## src/rtl/div_pkg.sv

```systemverilog
// Shared definitions for the divider result packer: default word length and
// the canonical result-entry layout held in the output buffer.
package div_pkg;

  localparam int DIV_WORD_LENGTH = 16;

  typedef struct packed {
    logic [DIV_WORD_LENGTH-1:0] quotient;
    logic [DIV_WORD_LENGTH-1:0] remainder;
    logic                       div0;
  } div_result_t;

endpackage

```

## src/rtl/div_result_fifo.sv

```systemverilog
// Small power-of-two FIFO holding signed divider results, with a sticky flag
// recording any result dropped while the buffer was full.
module div_result_fifo
  import div_pkg::*;
#(
  parameter int  DEPTH   = 4,
  parameter type entry_t = div_result_t
) (
  input  logic                   clk,
  input  logic                   reset,
  input  logic                   i_push,
  input  entry_t                 i_data,
  input  logic                   i_pop,
  output entry_t                 o_head,
  output logic                   o_valid,
  output logic                   o_full,
  output logic [$clog2(DEPTH):0] o_count,
  output logic                   o_overflow
);

  localparam int PTR_W = $clog2(DEPTH);
  localparam int CNT_W = PTR_W + 1;

  entry_t           r_mem [DEPTH];
  logic [PTR_W-1:0] r_wrPtr;
  logic [PTR_W-1:0] r_rdPtr;
  logic [CNT_W-1:0] r_count;
  logic             r_overflow;

  logic w_pop;
  logic w_push;
  logic w_drop;

  assign o_valid = (r_count != '0);
  assign o_full  = (r_count == CNT_W'(DEPTH));

  // A pop frees a slot in the same cycle, so a full buffer still accepts a push.
  assign w_pop  = i_pop && o_valid;
  assign w_push = i_push && (!o_full || w_pop);
  assign w_drop = i_push && o_full && !w_pop;

  always_ff @(posedge clk) begin
    if (!reset) begin
      r_wrPtr    <= '0;
      r_rdPtr    <= '0;
      r_count    <= '0;
      r_overflow <= 1'b0;
    end else begin
      if (w_push) begin
        r_wrPtr <= r_wrPtr + 1'b1;
      end
      if (w_pop) begin
        r_rdPtr <= r_rdPtr + 1'b1;
      end
      case ({w_push, w_pop})
        2'b10:   r_count <= r_count + 1'b1;
        2'b01:   r_count <= r_count - 1'b1;
        default: r_count <= r_count;
      endcase
      if (w_drop) begin
        r_overflow <= 1'b1;
      end
    end
  end

  always_ff @(posedge clk) begin
    if (reset && w_push) begin
      r_mem[r_wrPtr] <= i_data;
    end
  end

  // Empty buffer presents zeros so stale entries never leak after reset.
  assign o_head     = o_valid ? r_mem[r_rdPtr] : '0;
  assign o_count    = r_count;
  assign o_overflow = r_overflow;

endmodule

```

## src/rtl/div_result_packer.sv

```systemverilog
// Converts unsigned divider magnitudes plus sign bits into two's-complement
// quotient/remainder entries and buffers them for a ready/valid consumer.
module div_result_packer
  import div_pkg::*;
#(
  parameter int WORD_LENGTH = DIV_WORD_LENGTH,
  parameter int DEPTH       = 4
) (
  input  logic                   clk,
  input  logic                   reset,
  input  logic                   in_valid,
  input  logic [WORD_LENGTH-1:0] quotient_mag,
  input  logic [WORD_LENGTH-1:0] remainder_mag,
  input  logic                   sign,
  input  logic                   dividend_sign,
  input  logic                   divisor_zero,
  input  logic                   out_ready,
  output logic                   out_valid,
  output logic [WORD_LENGTH-1:0] out_quotient,
  output logic [WORD_LENGTH-1:0] out_remainder,
  output logic                   out_div0,
  output logic                   full,
  output logic [$clog2(DEPTH):0] count,
  output logic                   overflow
);

  typedef struct packed {
    logic [WORD_LENGTH-1:0] quotient;
    logic [WORD_LENGTH-1:0] remainder;
    logic                   div0;
  } result_t;

  result_t w_entry;
  result_t w_head;

  // Remainder takes the dividend's sign; a divide-by-zero forces quotient to all ones.
  always_comb begin
    w_entry.quotient  = sign ? (~quotient_mag + 1'b1) : quotient_mag;
    w_entry.remainder = dividend_sign ? (~remainder_mag + 1'b1) : remainder_mag;
    w_entry.div0      = divisor_zero;
    if (divisor_zero) begin
      w_entry.quotient = '1;
    end
  end

  div_result_fifo #(
    .DEPTH   (DEPTH),
    .entry_t (result_t)
  ) u_fifo (
    .clk        (clk),
    .reset      (reset),
    .i_push     (in_valid),
    .i_data     (w_entry),
    .i_pop      (out_ready),
    .o_head     (w_head),
    .o_valid    (out_valid),
    .o_full     (full),
    .o_count    (count),
    .o_overflow (overflow)
  );

  assign out_quotient  = w_head.quotient;
  assign out_remainder = w_head.remainder;
  assign out_div0      = w_head.div0;

endmodule

```

## config.mk

```make
export PLATFORM = sky130hd
export DESIGN_NAME = div_result_packer
export DESIGN_NICKNAME = d
export VERILOG_FILES = /design/src/rtl/div_pkg.sv /design/src/rtl/div_result_fifo.sv /design/src/rtl/div_result_packer.sv
export SDC_FILE = /design/constraint.sdc
export NUM_CORES = 1
export LEC_CHECK = 0
export CORE_MARGIN = 2
export CORE_UTILIZATION = 30
export CTS_BUF_LIST = sky130_fd_sc_hd__clkbuf_8
export DETAILED_ROUTE_END_ITERATION = 10
export PLACE_DENSITY = 0.5
export SLEW_MARGIN = 30
export SYNTH_ARGS = -nofsm -noshare
export SYNTH_HDL_FRONTEND = slang
export SYNTH_SLANG_ARGS = --single-unit
```

## constraint.sdc

```tcl
create_clock -name clk -period 2.8 [get_ports clk]
set_input_delay 0.28 -clock clk [delete_from_list [all_inputs] [get_ports clk]]
set_output_delay 0.28 -clock clk [all_outputs]
set_load 0.02 [all_outputs]
```

==> flow_metrics.tcl, run 1 <==
set metrics [dict create \
    synth_edf_count 132 \
    globalplace.congestion 0.7901 \
    fin_crit_ns 2.648 \
    synth.largest_area_cell "edfxtp_1" \
    syn_inst 387 \
    firstDrtPassIters 5 \
    routedWlPerCell_um 17.73 \
    die_w_um 148.7 \
    wl_um 13510 \
    ys_seq_area_frac 0.6628 \
    root_buffer "clkbuf_8" \
    ctsHoldBuffers 0 \
    area_growth_syn_to_layout_pct 26.07 \
    grtUsageTotal 0.1262 \
    initialDrtViolationCount 164 \
    grt-ovfl-total 0 \
    min_to "u_fifo.o_overflow" \
    cts_made_buffers 17 \
    row_count 52 \
    worst_slack_ns 0.1522 \
    worst_slew_pin_slew_ns 0.6450 \
    insertion_delay_ns 0.44 \
    pin_count 78 \
    r2r_slack_ns 0.50 \
    vias 3555 \
    skew_ns 0.008797 \
    finalCritPeriodShare 0.9456 \
    synth_most_common_cell "edfxtp_1" \
    end_kind "primary output" \
    clockBufferDepth 2 \
    hold_class "reg2reg" \
    synth_top_area_share 0.6310 \
    drv_cap 0 \
    p_sw_w 0.001351 \
    synth_seq_cells 142 \
    placedCellCount 729 \
    die_h_um 148.7 \
    cts_resized 0 \
    synthArstFlopShare 0 \
    grt_start_max_net_pins 36 \
    viasPerCell 4.665 \
    yosysWarnings 0 \
    post_cts_buffers 0 \
    cts_tree "built" \
    synth_nets 433 \
    synth_cell_type_count 39 \
    synthesis.area_um2 6282 \
    cellLeakagePower_nw 2.506 \
    internal_power_w 0.003900 \
    startpoint_type "register" \
    power_frac_comb 0.201 \
    hold_viol 0 \
    setup_viol 0 \
    drt.antenna.violating_nets 0 \
    sw_frac_of_total 0.2572 \
    crit_fanout 17 \
    final_cells 762 \
    clock-sinks 142 \
    initial_core_util 0.3085 \
    crit_required_ns 2.52 \
    power_frac_clock 0.331 \
    worst_r2r_path_depth 8 \
    maxSlewViolCount 0 \
    htree_levels 4 \
    final_nets 525 \
    status "completed" \
    synth.avg_cell_area_um2 16.23 \
    slew_headroom 0.5687 \
    synth_common_cells "132 x edfxtp_1, 39 x and2_1, 33 x mux4_2" \
    min-delay-start "u_fifo.o_overflow" \
    port_buffers 77 \
    r2r_start "u_fifo.o_count[0]" \
    pwr-share-seq 0.468 \
    antenna_found_initial 0 \
    core-area_um2 20360 \
    synth_area_leaders "edfxtp_1 63%, mux4_2 12%, and2_1 3.9%, dfxtp_1 3.2%, xnor2_1 2.4%" \
    synth_top_flop_cell "edfxtp_1" \
    rsz0062_at_grt "false" \
    place_ws_ns 0.3197 \
    crit_type "reg2out" \
    drive_gt1_frac 0.1890 \
    fmax_mhz 377.7 \
    hold_depth 2 \
    tns_ns 0 \
    powerDensity_nw_per_um2 663.0 \
    drc 0 \
    arrival_ns 2.37 \
    diodes 0 \
    die-area_um2 22110 \
    grt_pass1_wl_um 20820 \
    dp_hpwl_um 8434 \
    clk_pin_slew_ns 0.08 \
    first_global_vias 3702 \
    peakVddDrop_v 0.0002723 \
    r2r_end "u_fifo.o_count[2]" \
]
## final cells by class
cell class	instances	area (µm²)
fillers	1913	12440
well taps	270	337.8
repair buffers	93	924.6
clock buffers	17	234.0
clock inverters	15	196.4
multi-input cells	212	2013
inverters	13	48.80
flip-flops and latches	142	4165
## critical path: stages, from the launching register on
cell             delay, ns
dfxtp_2               0.41
buf_12                0.21
mux4_2                0.53
and2_1                0.17
clkdlybuf4s50_1       0.59
## worst max path at each step
stage	from	end	depth (start not counted)
6_report	register	out_quotient[7]	4
5_1_grt	register	out_quotient[5]	4
4_1_cts	register	out_quotient[15]	4
3_5_place_dp	remainder_mag[6]	u_fifo.r_mem[3][14]	6
3_3_place_gp	out_ready	u_fifo.r_mem[3][29]	6
2_1_floorplan	u_fifo.o_count[0]	u_fifo.r_mem[0][0]	3
## cells in the final DEF (no fill, tap or decap), types with 2 or more instances in the layout
cell	instances
nor4b_1	2
nand2_1	26
and2_1	39
nor2_1	6
clkinv_4	2
edfxtp_1	132
nand3_1	2
ha_1	6
or2_2	2
mux4_2	33
a21oi_1	3
xor2_1	15
or3_1	4
clkinvlp_4	5
bufinv_16	4
o41ai_1	3
xnor2_1	17
buf_4	13
nand3b_1	2
o21ai_0	9
nor2b_1	3
nor2_4	4
clkdlybuf4s50_1	77
o31ai_1	8
inv_1	14
o41ai_2	5
nor4_1	3
clkbuf_8	17
dfxtp_1	9
nand2b_1	5
a21boi_0	2
or4_1	2
## metal layers
metal | track usage | vias to the layer above | wire length (µm)
li1 | - | 1661 | -
met4 | 0.03286 | 0 | 104
met5 | 0 | - | 0
met1 | 0.1655 | 1804 | 6406
met3 | 0.03742 | 10 | 577
met2 | 0.2063 | 80 | 6425
## registers in the layout (all words and copies together) (netlist names), named ones only
| name | cells |
|---|---|
| u_fifo.o_count | 3 |
| u_fifo.o_overflow | 1 |
| u_fifo.r_mem | 132 |
| u_fifo.r_rdPtr | 2 |
| u_fifo.r_wrPtr | 2 |
## cell families (layout without fill, tap and decap cells)
kind of cell	after synthesis	count (layout)	synth area share
AOI/OAI and AO/OA	35	35	0.04461
muxes	34	34	0.1199
xor gates and xnor gates	32	32	0.04461
and+or+nand+nor	104	104	0.09141
DFF	142	142	0.6628
buffers and inverters	33	138	0.02151
adders and majority gates	7	7	0.01514
## power by group through the flow
stage                     clock network [W]  logic [W]  registers (W)
after global placement                    0    0.00106        0.00250
after detailed placement                  0    0.00106        0.00250
after CTS                           0.00179    0.00107        0.00245
final                               0.00174    0.00105        0.00246
after floorplan                           0   0.000598        0.00250
after global routing                0.00187    0.00115        0.00246
## stage by stage
stage            util  instance area [µm²]  hold slack, ns  power [W]
5_1_grt        0.3889                 7920          0.5173   0.005488
6_report       0.3889                 7920          0.5191   0.005251
3_3_place_gp   0.3664                 7461          0.4933   0.003556
4_1_cts        0.3875                 7891          0.4987   0.005312
3_5_place_dp   0.3664                 7461          0.5082   0.003565
2_1_floorplan       -                 6282          0.3789   0.003097
(Power assumes the default switching activity.)
==> inputs of run 2 (changes only) <==
- CORE_UTILIZATION: 30 -> 52
- PLACE_DENSITY: 0.5 -> 0.78
==> run 2 against run 1 <==
  * Final cell count decreased by 16%
  * Via count increased by 0.79%
  * Worst hold slack got worse by 0.0096 ns
  * Combinational power about the same
  * First-iteration DRC count increased by 46%
  * Die area decreased by 41%
  * Global-route usage increased by 7.8 points
  * Clock skew increased by 0.0034 ns
  * Wire length decreased by 9.0%
  * Critical path depth unchanged
  * Setup slack improved by 0.059 ns
  * Clock-buffer cell count unchanged
  * Critical path type unchanged
  * Largest power group unchanged
==> flow_metrics.tcl, run 2 (same netlist as run 1, synthesis figures left out) <==
set metrics [dict create \
    fin_area_um2 7954 \
    antenna_found_initial 0 \
    clock-sinks 142 \
    cpLargestDelayFamily "buffers and inverters" \
    critPathCapture "out_remainder[14]" \
    cp_num_buf_inv 2 \
    drt.antenna.violating_nets 0 \
    root_buffer "clkbuf_8" \
    cellLeakagePower_nw 2.588 \
    vias 3583 \
    insertion_delay_ns 0.44 \
    grt_start_max_net_pins 36 \
    viasPerCell 5.572 \
    crit_chain "buf_4, mux4_2, and2_1, clkdlybuf4s50_1" \
    r2r_start "u_fifo.o_count[0]" \
    initial_core_util 0.5274 \
    slew_headroom 0.5721 \
    arrival_ns 2.31 \
    status "completed" \
    finalCritPeriodShare 0.9244 \
    hold_viol 0 \
    peakVddDrop_v 0.0003021 \
    core-area_um2 11910 \
    row_count 40 \
    power_frac_comb 0.199 \
    end_kind "primary output" \
    largest_register "u_fifo.r_mem" \
    largest_reg_flops 132 \
    globalplace.congestion 0.7189 \
    maxSlewViolCount 0 \
    worst_slack_ns 0.2116 \
    p_sw_w 0.001339 \
    die_w_um 113.9 \
    area_growth_syn_to_layout_pct 26.61 \
    pin_count 78 \
    firstDrtPassIters 6 \
    cp_slowest_stage_delay_ns 0.55 \
    startpoint_type "register" \
    die_h_um 113.9 \
    first_global_vias 3876 \
    crit_required_ns 2.52 \
    drc 0 \
    crit_type "reg2out" \
    cts_made_buffers 17 \
    drv_cap 0 \
    pwr-share-seq 0.459 \
    diodes 0 \
    die-area_um2 12980 \
    final_nets 529 \
    setup_viol 0 \
    worst_slew_pin_slew_ns 0.6359 \
    worst_r2r_path_depth 7 \
    clk_pin_slew_ns 0.08 \
    crit_slowest_cell "mux4_2" \
    place_area_um2 7475 \
    grtUsageTotal 0.2041 \
    r2r_end "u_fifo.o_count[2]" \
    wl_um 12300 \
    cp.depth 4 \
    final_cell_mix "132 x edfxtp_1, 77 x clkdlybuf4s50_1, 39 x and2_1" \
    cts_tree "built" \
    htree_levels 4 \
    initialDrtViolationCount 240 \
    fill_cells 822 \
    routedWlPerCell_um 19.12 \
    clockBufferDepth 2 \
    place_ws_ns 0.1776 \
    final_common_cell "edfxtp_1" \
    grt-ovfl-total 0 \
    skew_ns 0.01217 \
    r2r_slack_ns 0.48 \
    tns_ns 0 \
    fmax_mhz 386.3 \
    internal_power_w 0.004020 \
    rsz0062_at_grt "false" \
    dp_hpwl_um 8259 \
    crit_fanout 6 \
    port_buffers 77 \
    powerDensity_nw_per_um2 673.8 \
    hold_class "reg2reg" \
    power_frac_clock 0.342 \
    fin_crit_ns 2.588 \
    sw_frac_of_total 0.2499 \
    grt_pass1_wl_um 19500 \
    power.total_w 0.005359 \
    hold_ws_ns 0.5095 \
    drive_gt1_frac 0.1956 \
]
[run 2: changes by cell type in the layout (fill, tap and decap cells not counted), moves of 2 or more]
cell	previous run	this run
buf_12	1	3
buf_16	0	6
buf_4	13	10
clkinvlp_4	5	3
[run 2: worst min path at each step]
stage	from	to	depth (start not counted)
6_report	u_fifo.o_overflow	u_fifo.o_overflow	2
5_1_grt	u_fifo.o_overflow	u_fifo.o_overflow	2
4_1_cts	u_fifo.o_overflow	u_fifo.o_overflow	2
3_3_place_gp	u_fifo.o_overflow	u_fifo.o_overflow	2
3_5_place_dp	u_fifo.o_overflow	u_fifo.o_overflow	2
2_1_floorplan	divisor_zero	u_fifo.r_mem[0][0]	0
[run 2: routing by layer]
layer  wire length, µm  up-vias  track usage
met5                 0        -            0
li1                  -     1675            -
met3               594       20      0.05579
met4               182        0      0.07724
met2              6512      106       0.3613
met1              5006     1782       0.2386
[run 2: area by class of cell]
type                            instances  area, µm²  share of cell area
Timing Repair Buffer                   97       1086              0.1365
Clock buffer                           17      234.0             0.02942
Inverter                               13      48.80            0.006135
Sequential cell                       142       4168              0.5240
Multi-Input combinational cell        212       2013              0.2531
Clock inverter                         15      220.2             0.02769
Tap cell                              147      183.9             0.02312
[run 2: per-stage QoR]
| stage | std cells | util |
|---|---|---|
| finish | 643 | 0.6678 |
| global route | 643 | 0.6678 |
| CTS | 640 | 0.6659 |
| detailed placement | 608 | 0.6275 |
| global placement | 601 | 0.6124 |
| floorplan | 387 | - |
[run 2: timing repair]
item | 4_1_cts | 5_1_grt
hold buffers | 0 | 0
setup endpoints to repair | 24 | 1
resized for setup | 1 | 0
gates cloned | 0 | 0
endpoints found under the hold margin | 0 | 0
buffers inserted | 0 | 3
[run 2: power groups by stage]
stage	registers (W)	clock network (W)	logic [W]
after floorplan	0.00250	0	0.000598
after global placement	0.00251	0	0.00100
final	0.00246	0.00183	0.00106
after global routing	0.00247	0.00194	0.00115
after detailed placement	0.00252	0	0.00105
after CTS	0.00247	0.00186	0.00106
[run 2: tightest hold or removal path, delay by kind of cell (launching register included)]
| kind | cells | cell delay, ns |
|---|---|---|
| flops | 1 | 0.34 |
| simple gates | 1 | 0.10 |
| compound gates | 1 | 0.04 |
